File: config.mk
export PLATFORM = sky130hd
export DESIGN_NAME = prog_interrupt_controller
export DESIGN_NICKNAME = d
export VERILOG_FILES = /design/src/rtl/prog_interrupt_controller.sv
export SDC_FILE = /design/constraint.sdc
export NUM_CORES = 1
export LEC_CHECK = 0
export CORE_MARGIN = 1
export CORE_UTILIZATION = 45
export DETAILED_ROUTE_END_ITERATION = 7
export GPL_TIMING_DRIVEN = 0
export PLACE_DENSITY = 0.68
export SYNTH_ARGS = -nofsm -noshare
export SYNTH_HDL_FRONTEND = slang
export SYNTH_SLANG_ARGS = --single-unit
File: constraint.sdc
create_clock -name clock -period 6.25 [get_ports clock]
set_input_delay 0.9375 -clock clock [delete_from_list [all_inputs] [get_ports clock]]
set_output_delay 0.9375 -clock clock [all_outputs]
set_load 0.02 [all_outputs]
File: src/rtl/prog_interrupt_controller.sv
// 8259A-style interrupt controller: edge/level requests, mask, nested in-service, fixed/rotating priority.
// Request edge to int_out takes 2 cycles; vector and read data return 1 cycle after ack/rd_en; no backpressure.
module prog_interrupt_controller #(
   parameter int NUM_IRQ      = 8,
   parameter int VECTOR_WIDTH = 8
) (
   input  logic                    clock,
   input  logic                    reset,
   input  logic [NUM_IRQ-1:0]      irq_in,
   input  logic                    wr_en,
   input  logic                    rd_en,
   input  logic [2:0]              addr,
   input  logic [31:0]             wr_data,
   output logic [31:0]             rd_data,
   output logic                    rd_valid,
   output logic                    int_out,
   input  logic                    int_ack,
   output logic [VECTOR_WIDTH-1:0] vector_out,
   output logic                    vector_valid,
   output logic                    spurious
);
   localparam int IDW = (NUM_IRQ > 1) ? $clog2(NUM_IRQ) : 1;

   logic                    ctrl_level;
   logic                    ctrl_auto_eoi;
   logic                    ctrl_rotate;
   logic [NUM_IRQ-1:0]      mask;
   logic [NUM_IRQ-1:0]      irr;
   logic [NUM_IRQ-1:0]      isr;
   logic [NUM_IRQ-1:0]      prev_irq;
   logic [VECTOR_WIDTH-1:0] vbase;
   logic [IDW-1:0]          prio_ptr;

   logic                    any_elig;
   logic [IDW-1:0]          win;
   logic                    isr_any;
   logic [IDW-1:0]          isr_top;
   logic [NUM_IRQ-1:0]      irr_next;
   logic [NUM_IRQ-1:0]      isr_next;
   logic [IDW-1:0]          ptr_next;
   logic [31:0]             rd_mux;
   logic                    eoi_wr;
   logic                    eoi_idx_ok;
   logic [IDW-1:0]          eoi_idx;
   logic                    unused_wr_data;

   assign unused_wr_data = ^wr_data;
   assign eoi_wr         = wr_en && (addr == 3'd3);
   assign eoi_idx_ok     = (int'(wr_data[4:0]) < NUM_IRQ);
   assign eoi_idx        = IDW'(wr_data[4:0]);

   // Walk channels from highest to lowest priority; the first in-service bit blocks everything below it.
   always_comb begin
      int             start;
      int             ch;
      logic           blocked;
      logic [IDW-1:0] c;
      start    = ctrl_rotate ? (int'(prio_ptr) + 1) % NUM_IRQ : 0;
      ch       = 0;
      c        = '0;
      blocked  = 1'b0;
      any_elig = 1'b0;
      win      = '0;
      isr_any  = 1'b0;
      isr_top  = '0;
      for (int k = 0; k < NUM_IRQ; k++) begin
         ch = (start + k) % NUM_IRQ;
         c  = IDW'(ch);
         if (isr[c]) begin
            blocked = 1'b1;
            if (!isr_any) begin
               isr_any = 1'b1;
               isr_top = c;
            end
         end
         if (!blocked && irr[c] && !mask[c] && !any_elig) begin
            any_elig = 1'b1;
            win      = c;
         end
      end
   end

   // EOI clear is applied before the ack set so a same-channel set wins.
   always_comb begin
      irr_next = ctrl_level ? irq_in : irr;
      isr_next = isr;
      ptr_next = prio_ptr;
      if (eoi_wr) begin
         if (wr_data[8]) begin
            if (eoi_idx_ok && isr[eoi_idx]) begin
               isr_next[eoi_idx] = 1'b0;
               if (ctrl_rotate) ptr_next = eoi_idx;
            end
         end else if (isr_any) begin
            isr_next[isr_top] = 1'b0;
            if (ctrl_rotate) ptr_next = isr_top;
         end
      end
      if (int_ack && any_elig) begin
         if (!ctrl_level) irr_next[win] = 1'b0;
         if (!ctrl_auto_eoi) isr_next[win] = 1'b1;
         else if (ctrl_rotate) ptr_next = win;
      end
      if (!ctrl_level) irr_next = irr_next | (irq_in & ~prev_irq);
   end

   always_comb begin
      rd_mux = '0;
      case (addr)
         3'd0:    rd_mux = {29'd0, ctrl_rotate, ctrl_auto_eoi, ctrl_level};
         3'd1:    rd_mux = 32'(mask);
         3'd2:    rd_mux = 32'(vbase);
         3'd4:    rd_mux = 32'(irr);
         3'd5:    rd_mux = 32'(isr);
         3'd6:    rd_mux = 32'(prio_ptr);
         default: rd_mux = '0;
      endcase
   end

   always_ff @(posedge clock or posedge reset) begin
      if (reset) begin
         ctrl_level    <= 1'b0;
         ctrl_auto_eoi <= 1'b0;
         ctrl_rotate   <= 1'b0;
         mask          <= '1;
         vbase         <= '0;
         irr           <= '0;
         isr           <= '0;
         prev_irq      <= '0;
         prio_ptr      <= '0;
         int_out       <= 1'b0;
         vector_out    <= '0;
         vector_valid  <= 1'b0;
         spurious      <= 1'b0;
         rd_data       <= '0;
         rd_valid      <= 1'b0;
      end else begin
         prev_irq <= irq_in;
         irr      <= irr_next;
         isr      <= isr_next;
         prio_ptr <= ptr_next;
         int_out  <= int_ack ? 1'b0 : any_elig;

         if (wr_en) begin
            case (addr)
               3'd0: begin
                  ctrl_level    <= wr_data[0];
                  ctrl_auto_eoi <= wr_data[1];
                  ctrl_rotate   <= wr_data[2];
               end
               3'd1:    mask  <= wr_data[NUM_IRQ-1:0];
               3'd2:    vbase <= wr_data[VECTOR_WIDTH-1:0];
               default: ;
            endcase
         end

         vector_valid <= int_ack;
         spurious     <= int_ack && !any_elig;
         if (int_ack) begin
            vector_out <= any_elig ? vbase + VECTOR_WIDTH'(win)
                                   : vbase + VECTOR_WIDTH'(NUM_IRQ - 1);
         end

         rd_valid <= rd_en;
         rd_data  <= rd_en ? rd_mux : '0;
      end
   end
endmodule

==> summary.txt, run 1 <==
CTS Sinks: 66
Core Area: 0.0116 mm2
Setup TNS Final: 0 ns
Worst reg2reg path depth: 18
Skew-Pair Late Insertion Delay: 0.34 ns
CP Cell Sequence: ha_1, xor2_4, mux2i_1, mux2i_1, and2_1, buf_6, a2111o_1, o21ai_2, o41ai_2, a221oi_1, nand2_1, ha_1, a21o_1, a21oi_1, nor2_1, nand3_1, xor2_1, a21oi_1
Top_reg_cell synth: dfrtp_1
Vias in the first global route: 5,098
N_diodes: 0
Distinct cells, synth: 80
DRC Markers: 2
Leakage: 0.00254 uW
Type of destination of the critical path: register
I/O Buffers: 42
WHS Endpoint: vector_out[1]
First-pass GRT wire length: 28,000 um
Commonest non-fill, non-tap cell in the layout: dfrtp_1
GRT overflow: 0
H-tree levels: 3
Slowest-stage cell, CP: a221oi_1
TritonCTS clock tree: built
Period utilization: 95.1%
FF+latch count, synth: 66
RSZ-0062 raised after global routing: false
Slew @ Worst Pin: 1.23 ns
Tmin final: 5.95 ns
Power density over the cells: 597 mW/mm2
Reg clk slew, reported paths: 0.05 ns
Worst hold margin: 0.490 ns
Worst-case clock buffer depth: 2
Final setup fails: 0
Slew Limit Fails: 0
R2r endpoint: vector_out[7]
Post-CTS sizing: 0
Post-synthesis sequential area ratio: 30.7%
Hold_buf cts: 0
Critical path type: reg2reg
CP arrival: 6.14 ns
Crit-path max cell delay: 1.04 ns
Initial antenna violation count: 0
Fin util: 55.2%
Initial Utilization: 46.7%
Max-Slew Margin vs Limit: 18.1%
Asr flop ratio synth: 100%
DP Wirelength: 13,600 um
Mean Syn Cell Area: 8.99 um2
Worst Hold Class: reg2reg
First DRT Iteration DRCs: 560
Die area: 0.0125 mm2
Fmax: 168 MHz
Placer Congestion: 1.05
Die W: 112 um
CTS Root Cell: clkbuf_16
CP Data Required Time: 6.45 ns
Syn. warnings: 0
CP Launch Type: register
Share of cells above drive strength 1: 16.6%
HP Start: vector_out[1]
Via count: 5,381
Worst r2r src: prio_ptr[0]
Fin. Hold Viols: 0
Clock Skew: 0.00429 ns
Worst R2R Setup Slack: 0.30 ns
DR vias/cell: 6.52
Die Ht: 112 um
Final nets: 732
# Max-Cap Violations: 0
CTS Buf Count: 9
GRT Total Usage: 29.1%
Worst IR Drop VDD: 311 uV
ANT nets after route: 0
Critical path fanouts, max: 9
Area Overhead vs Synth: 18.1%
Failing checks: DRC
Cells after Synth: 601
Mapped Area: 0.00540 mm2
Io pins: 92
Pin count of the biggest net entering global routing: 39
Most frequent cells in the layout: dfrtp_1 (58), nand2_1 (42), clkdlybuf4s50_1 (42)
Row count: 39
Postcts setup bufs: 0
Post-Route WL: 17,800 um
Avg WL per Cell: 21.6 um
Status: finished, violations left
Drt pass-1 iters: 8
CP startpoint: prio_ptr[0]
Hold depth: 2
Post-synth EDFFs: 0
metrics by stage:
step	instance area (um2)	power (uW)	std cells	setup WS, ns
2_1_floorplan	5490	2480	624	1.67
6_report	6380	3810	825	0.305
3_5_place_dp	6110	3240	810	0.518
3_3_place_gp	6090	3210	809	0.483
4_1_cts	6380	3730	825	0.405
5_1_grt	6380	4040	825	0.0473
per-layer routing:
| layer | global-route usage [%] | vias to the layer above | wire length (um) |
|---|---|---|---|
| met5 | 0 | - | 0 |
| li1 | - | 2413 | - |
| met3 | 4.74 | 64 | 1600 |
| met4 | 15.8 | 0 | 839 |
| met2 | 45.3 | 330 | 8050 |
| met1 | 38.9 | 2574 | 7330 |
kinds of logic (layout without fill, tap and decap cells):
| logic type | after synthesis | after routing | synth area share [%] |
|---|---|---|---|
| compound gates | 185 | 185 | 24.9 |
| xor+xnor | 11 | 11 | 2.13 |
| fa+ha+maj | 6 | 6 | 1.53 |
| buf+inv | 76 | 134 | 7.34 |
| flops | 66 | 66 | 30.7 |
| mux | 58 | 58 | 13.1 |
| other cells | 1 | 24 | 0.0694 |
| simple gates | 198 | 198 | 20.3 |
cells in the mapped netlist, drive strengths merged (5+ instances only):
library cell	n	area, um2
clkbuf	24	90.1
a221o	6	60.1
nor4bb	5	50.1
o31ai	6	45.0
a21o	12	90.1
nand2b	6	37.5
o21ai	30	154
dfrtp	58	1450
mux2i	15	150
a32o	8	80.1
a21oi	22	114
dfstp	8	210
nor2b	20	125
ha	5	62.6
and2	13	81.3
nor4	9	71.3
nand2	42	158
o22ai	10	62.6
o211ai	7	52.6
nand3	21	110
o21a	5	37.5
nor3	8	40.0
nor2	35	131
nand4	5	31.3
mux4	6	135
xnor2	5	43.8
a22oi	9	67.6
buf	34	239
and3	5	31.3
inv	17	63.8
mux2	37	420
a211oi	24	185
a31oi	9	56.3
nor3b	5	37.5
xor2	6	71.3
critical path: cells and delay by family, from the launching register on:
family / cells / cell delay, ns
adder cells (fa/ha/maj): 2 / 0.62
buffers and inverters: 1 / 0.13
AO/OA/AOI/OAI: 7 / 2.33
multiplexers: 2 / 1.03
AND/OR/NAND/NOR: 4 / 0.70
flip-flops: 1 / 0.44
XOR/XNOR: 2 / 0.55
where the power goes:
part / leakage [uW] / switching [uW] / internal, uW / total [uW]
Clock: 0.000134 / 186 / 275 / 461
Sequential: 0.000788 / 151 / 550 / 700
Combinational: 0.00162 / 1670 / 977 / 2650
flip-flops by register name, indices dropped and copies added (netlist names):
register / flops
ctrl_auto_eoi: 1
ctrl_level: 1
ctrl_rotate: 1
int_out: 1
irr: 8
isr: 8
mask: 8
prev_irq: 8
prio_ptr: 3
rd_data: 8
rd_valid: 1
spurious: 1
vbase: 8
vector_out: 8
vector_valid: 1
final cells by class:
cell class,instances,area (um2)
multi-input cells,482,3430
clock inverters,5,31.3
flip-flops and latches,66,1660
inverters,18,67.6
repair buffers,43,440
well taps,143,179
clock buffers,10,239
plain buffers,58,329
fillers,1061,5180
worst max path at each step:
stage / end / slack [ns] / cells past startpoint
detailed placement: vector_out[7] / 0.52 / 18
finish: vector_out[7] / 0.30 / 18
floorplan: vector_out[6] / 1.67 / 19
CTS: vector_out[7] / 0.41 / 18
global route: vector_out[7] / 0.05 / 18
global placement: vector_out[7] / 0.48 / 18
Power figures use the tool's default switching activity.
==> inputs of run 2 (changes only) <==
--- a/config.mk
+++ b/config.mk
@@ -5,11 +5,12 @@
 export SDC_FILE = /design/constraint.sdc
 export NUM_CORES = 1
 export LEC_CHECK = 0
+export ABC_AREA = 1
 export CORE_MARGIN = 1
 export CORE_UTILIZATION = 45
 export DETAILED_ROUTE_END_ITERATION = 7
 export GPL_TIMING_DRIVEN = 0
-export PLACE_DENSITY = 0.68
+export PLACE_DENSITY = 0.69
 export SYNTH_ARGS = -nofsm -noshare
 export SYNTH_HDL_FRONTEND = slang
 export SYNTH_SLANG_ARGS = --single-unit
==> constraint.sdc (replaced) <==
create_clock -name clock -period 5.7 [get_ports clock]
set_input_delay 1.14 -clock clock [delete_from_list [all_inputs] [get_ports clock]]
set_output_delay 1.14 -clock clock [all_outputs]
set_load 0.02 [all_outputs]
==> run 2 against run 1 <==
Net effect:
- the run still ends with DRC left
- flip-flop and latch count unchanged
- design area up 0.25%
- core utilization up 0.14 points
- critical endpoint is now vector_out[6]
==> summary.txt, run 2 <==
Status: finished, violations left
Failing checks: DRC
Asr flop ratio synth: 100% (unchanged)
Die Ht: 111 um (-0.16%)
Worst Hold Class: reg2reg
Worst IR Drop VDD: 213 uV (-32%)
Fmax: 209 MHz (+24%)
Post-synthesis sequential area ratio: 30.8% (+0.10 points)
DR vias/cell: 5.30 (-19%)
Mapped Area: 0.00539 mm2 (-0.32%)
Commonest non-fill, non-tap cell in the layout: nand2_1
Post-Synth XOR/XNOR Area: 0.325% (-1.8 points)
FF+latch count, synth: 66 (unchanged)
Avg WL per Cell: 15.2 um (-29%)
Post-Synth Simple-Gate Area: 45.0% (+25 points)
Syn. warnings: 0 (unchanged)
H-tree levels: 3 (unchanged)
Post-Route WL: 16,400 um (-7.7%)
Power density over the cells: 574 mW/mm2 (-3.8%)
Worst-case clock buffer depth: 2 (unchanged)
Postcts setup bufs: 0 (unchanged)
Top_reg_cell synth: dfrtp_1
DP Wirelength: 13,100 um (-3.6%)
Sw Pwr: 2010 uW (+0.34%)
Area Overhead vs Synth: 18.7%
Slew @ Worst Pin: 0.841 ns (-0.388 ns)
Clock Skew: 0.00749 ns (+0.00320 ns)
Vias in the first global route: 5,051 (-0.92%)
First-pass GRT wire length: 26,200 um (-6.4%)
Period utilization: 84.1% (-11 points)
CP arrival: 5.01 ns (-1.13 ns)
GRT Total Usage: 27.4% (-1.7 points)
Synth top area share: 26.9% (+0.087 points)
Most frequent cells in the layout: nand2_1 (303), nand3_1 (118), inv_1 (83)
Die area: 0.0124 mm2 (-0.32%)
Pin count of the biggest net entering global routing: 42 (+7.7%)
Pwr Total: 3670 uW (-3.5%)
Pre-CTS WS: 0.971 ns (+0.453 ns)
Die W: 111 um (-0.16%)
Net Sw Frac: 54.8% (+2.1 points)
Filler cells: 1,209 (+14%)
Reg clk slew, reported paths: 0.06 ns (about the same)
Post-CTS sizing: 0 (unchanged)
Hold_buf cts: 0 (unchanged)
Final instance area: 0.00640 mm2 (+0.25%)
Initial Utilization: 46.6% (-0.15 points)
CP Data Required Time: 5.91 ns (-0.54 ns)
Main combinational cell family by area after synthesis: simple AND/OR/NAND/NOR gates
Area fraction in compound gates after synthesis: 10.0% (-15 points)
Mux share of post-synthesis cell area: 0% (-13 points)
Row count: 39 (unchanged)
TritonCTS clock tree: built
Leakage: 0.00335 uW (+32%)
P_int: 1660 uW (-7.9%)
Worst R2R Setup Slack: 0.90 ns (+0.60 ns)
Tmin final: 4.80 ns (-1.15 ns)
Post-synth EDFFs: 0 (unchanged)
Storage cell area: 0.00166 mm2 (unchanged)
Initial antenna violation count: 0 (unchanged)
Worst setup margin: 0.904 ns (+0.599 ns)
CTS Root Cell: clkbuf_16
Io pins: 92 (unchanged)
Max-Slew Margin vs Limit: 43.8% (+26 points)
CP Launch Type: register
Share of cells above drive strength 1: 11.6% (-4.9 points)
ANT nets after route: 0 (unchanged)
RSZ-0062 raised after global routing: false
Clk pwr share: 14.9% (+2.8 points)
Critical path fanouts, max: 10 (+1)
Type of destination of the critical path: register
Via count: 5,719 (+6.3%)
I/O Buffers: 43 (+2.4%)
N_diodes: 0 (unchanged)
Combinational power share: 65.6% (-3.9 points)
Synth area leader: dfrtp_1
Skew-Pair Late Insertion Delay: 0.34 ns (about the same)
Final nets: 985 (+35%)
Fin cells: 1,079 (+31%)
Setup TNS Final: 0 ns (unchanged)
Fin. Hold Viols: 0 (unchanged)
Synth top area cells: dfrtp_1 (27%), nand2_1 (21%), nand3_1 (11%)
CTS Buf Count: 9 (unchanged)
First DRT Iteration DRCs: 563 (+0.54%)
# Max-Cap Violations: 0 (unchanged)
Core Area: 0.0116 mm2 (unchanged)
Distinct cells, synth: 41 (-49%)
Placer Congestion: 0.976 (-6.6%)
GRT overflow: 0 (unchanged)
Final setup fails: 0 (unchanged)
CTS Sinks: 66 (unchanged)
Critical path type: reg2reg
Slew Limit Fails: 0 (unchanged)
Post-synth top cells: nand2_1 (303), nand3_1 (118), inv_1 (84)
Most used standard cell by instance count after synthesis: nand2_1
DRC Markers: 8 (+6)
Drt pass-1 iters: 8 (unchanged)
Placed cells: 1,063 (+31%)
Reg power frac: 19.5% (+1.1 points)
Cells after Synth: 853 (+42%)
Mean Syn Cell Area: 6.31 um2 (-30%)
Multi-input gate area: 0.00315 mm2 (-8.2%)
Placed cell area: 0.00610 mm2 (-0.12%)
Synth Area in Adders: 1.53% (+0.0050 points)
[run 2: cell types whose count changed after synthesis, moves of 11 or more]
| cell | change |
|---|---|
| nand2_1 | +261 |
| nand3_1 | +98 |
| inv_1 | +68 |
| mux2_2 | -36 |
| nor2_1 | +33 |
| a211oi_1 | -23 |
| nor2b_1 | -20 |
| mux2i_1 | -15 |
| clkbuf_1 | -14 |
| nand2_2 | +13 |
| o21ai_0 | +13 |
| a21o_1 | -12 |
| and2_1 | -11 |
[run 2: power by group through the flow]
stage               Clock, uW  Combinational, uW  Sequential, uW
global placement            0               2340             714
global route              572               2690             728
CTS                       554               2370             709
finish                    548               2410             716
floorplan                   0               1700             720
detailed placement          0               2360             716
[run 2: path summary, 6_finish.rpt]
check / start / endpoint / cells past startpoint
hold reg to reg: vector_out[0] / vector_out[0] / 2
min in group asynchronous: reset / vbase[5] / 2
setup / recovery: prio_ptr[0] / vector_out[6] / 24
hold / removal: vector_out[0] / vector_out[0] / 2
max in group asynchronous: reset / mask[0] / 3
setup reg to reg: prio_ptr[0] / vector_out[6] / 24
[run 2: kinds of logic after synthesis]
| kind of cell | count (synthesis) |
|---|---|
| flops | 66 |
| xor+xnor | 2 |
| simple gates | 545 |
| other cells | 1 |
| buf+inv | 140 |
| compound gates | 93 |
| fa+ha+maj | 6 |
[run 2: final cells by class]
cell class,count,area share [%]
plain buffers,43,4.62
clock buffers,9,3.52
clock inverters,7,1.08
inverters,97,5.69
multi-input cells,670,49.3
flip-flops and latches,66,26.0
well taps,143,2.80
repair buffers,44,7.04
[run 2: per-layer routing]
metal	GRT usage, %	wire [um]
met5	0	0
met4	10.7	480
met3	4.84	1380
met2	40.8	6940
met1	39.5	7650
[run 2: per-stage QoR]
step / util, % / hold WS, ns
after detailed placement: 52.8 / 0.463
final: 55.3 / 0.482
after CTS: 55.3 / 0.476
after global routing: 55.3 / 0.498
after floorplan: - / 0.453
after global placement: 52.6 / 0.463
[run 2: critical path, stage by stage (launching register included)]
cell and delay, ns:
dfrtp_1 0.46, ha_1 0.37, nand2_2 0.21, clkbuf_1 0.48
nand3_1 0.20, nand3_1 0.12, nand2_1 0.05, nand2_1 0.11
nand2_1 0.10, nor2_2 0.17, nand2_2 0.09, nor2_1 0.14
nand2_1 0.10, nor2_4 0.14, nand2_2 0.19, nand3_1 0.22
ha_1 0.19, inv_1 0.05, fa_1 0.38, nor2_1 0.15
o21ai_0 0.11, or2_2 0.30, nor2_1 0.12, xor2_1 0.14
o21ai_0 0.08
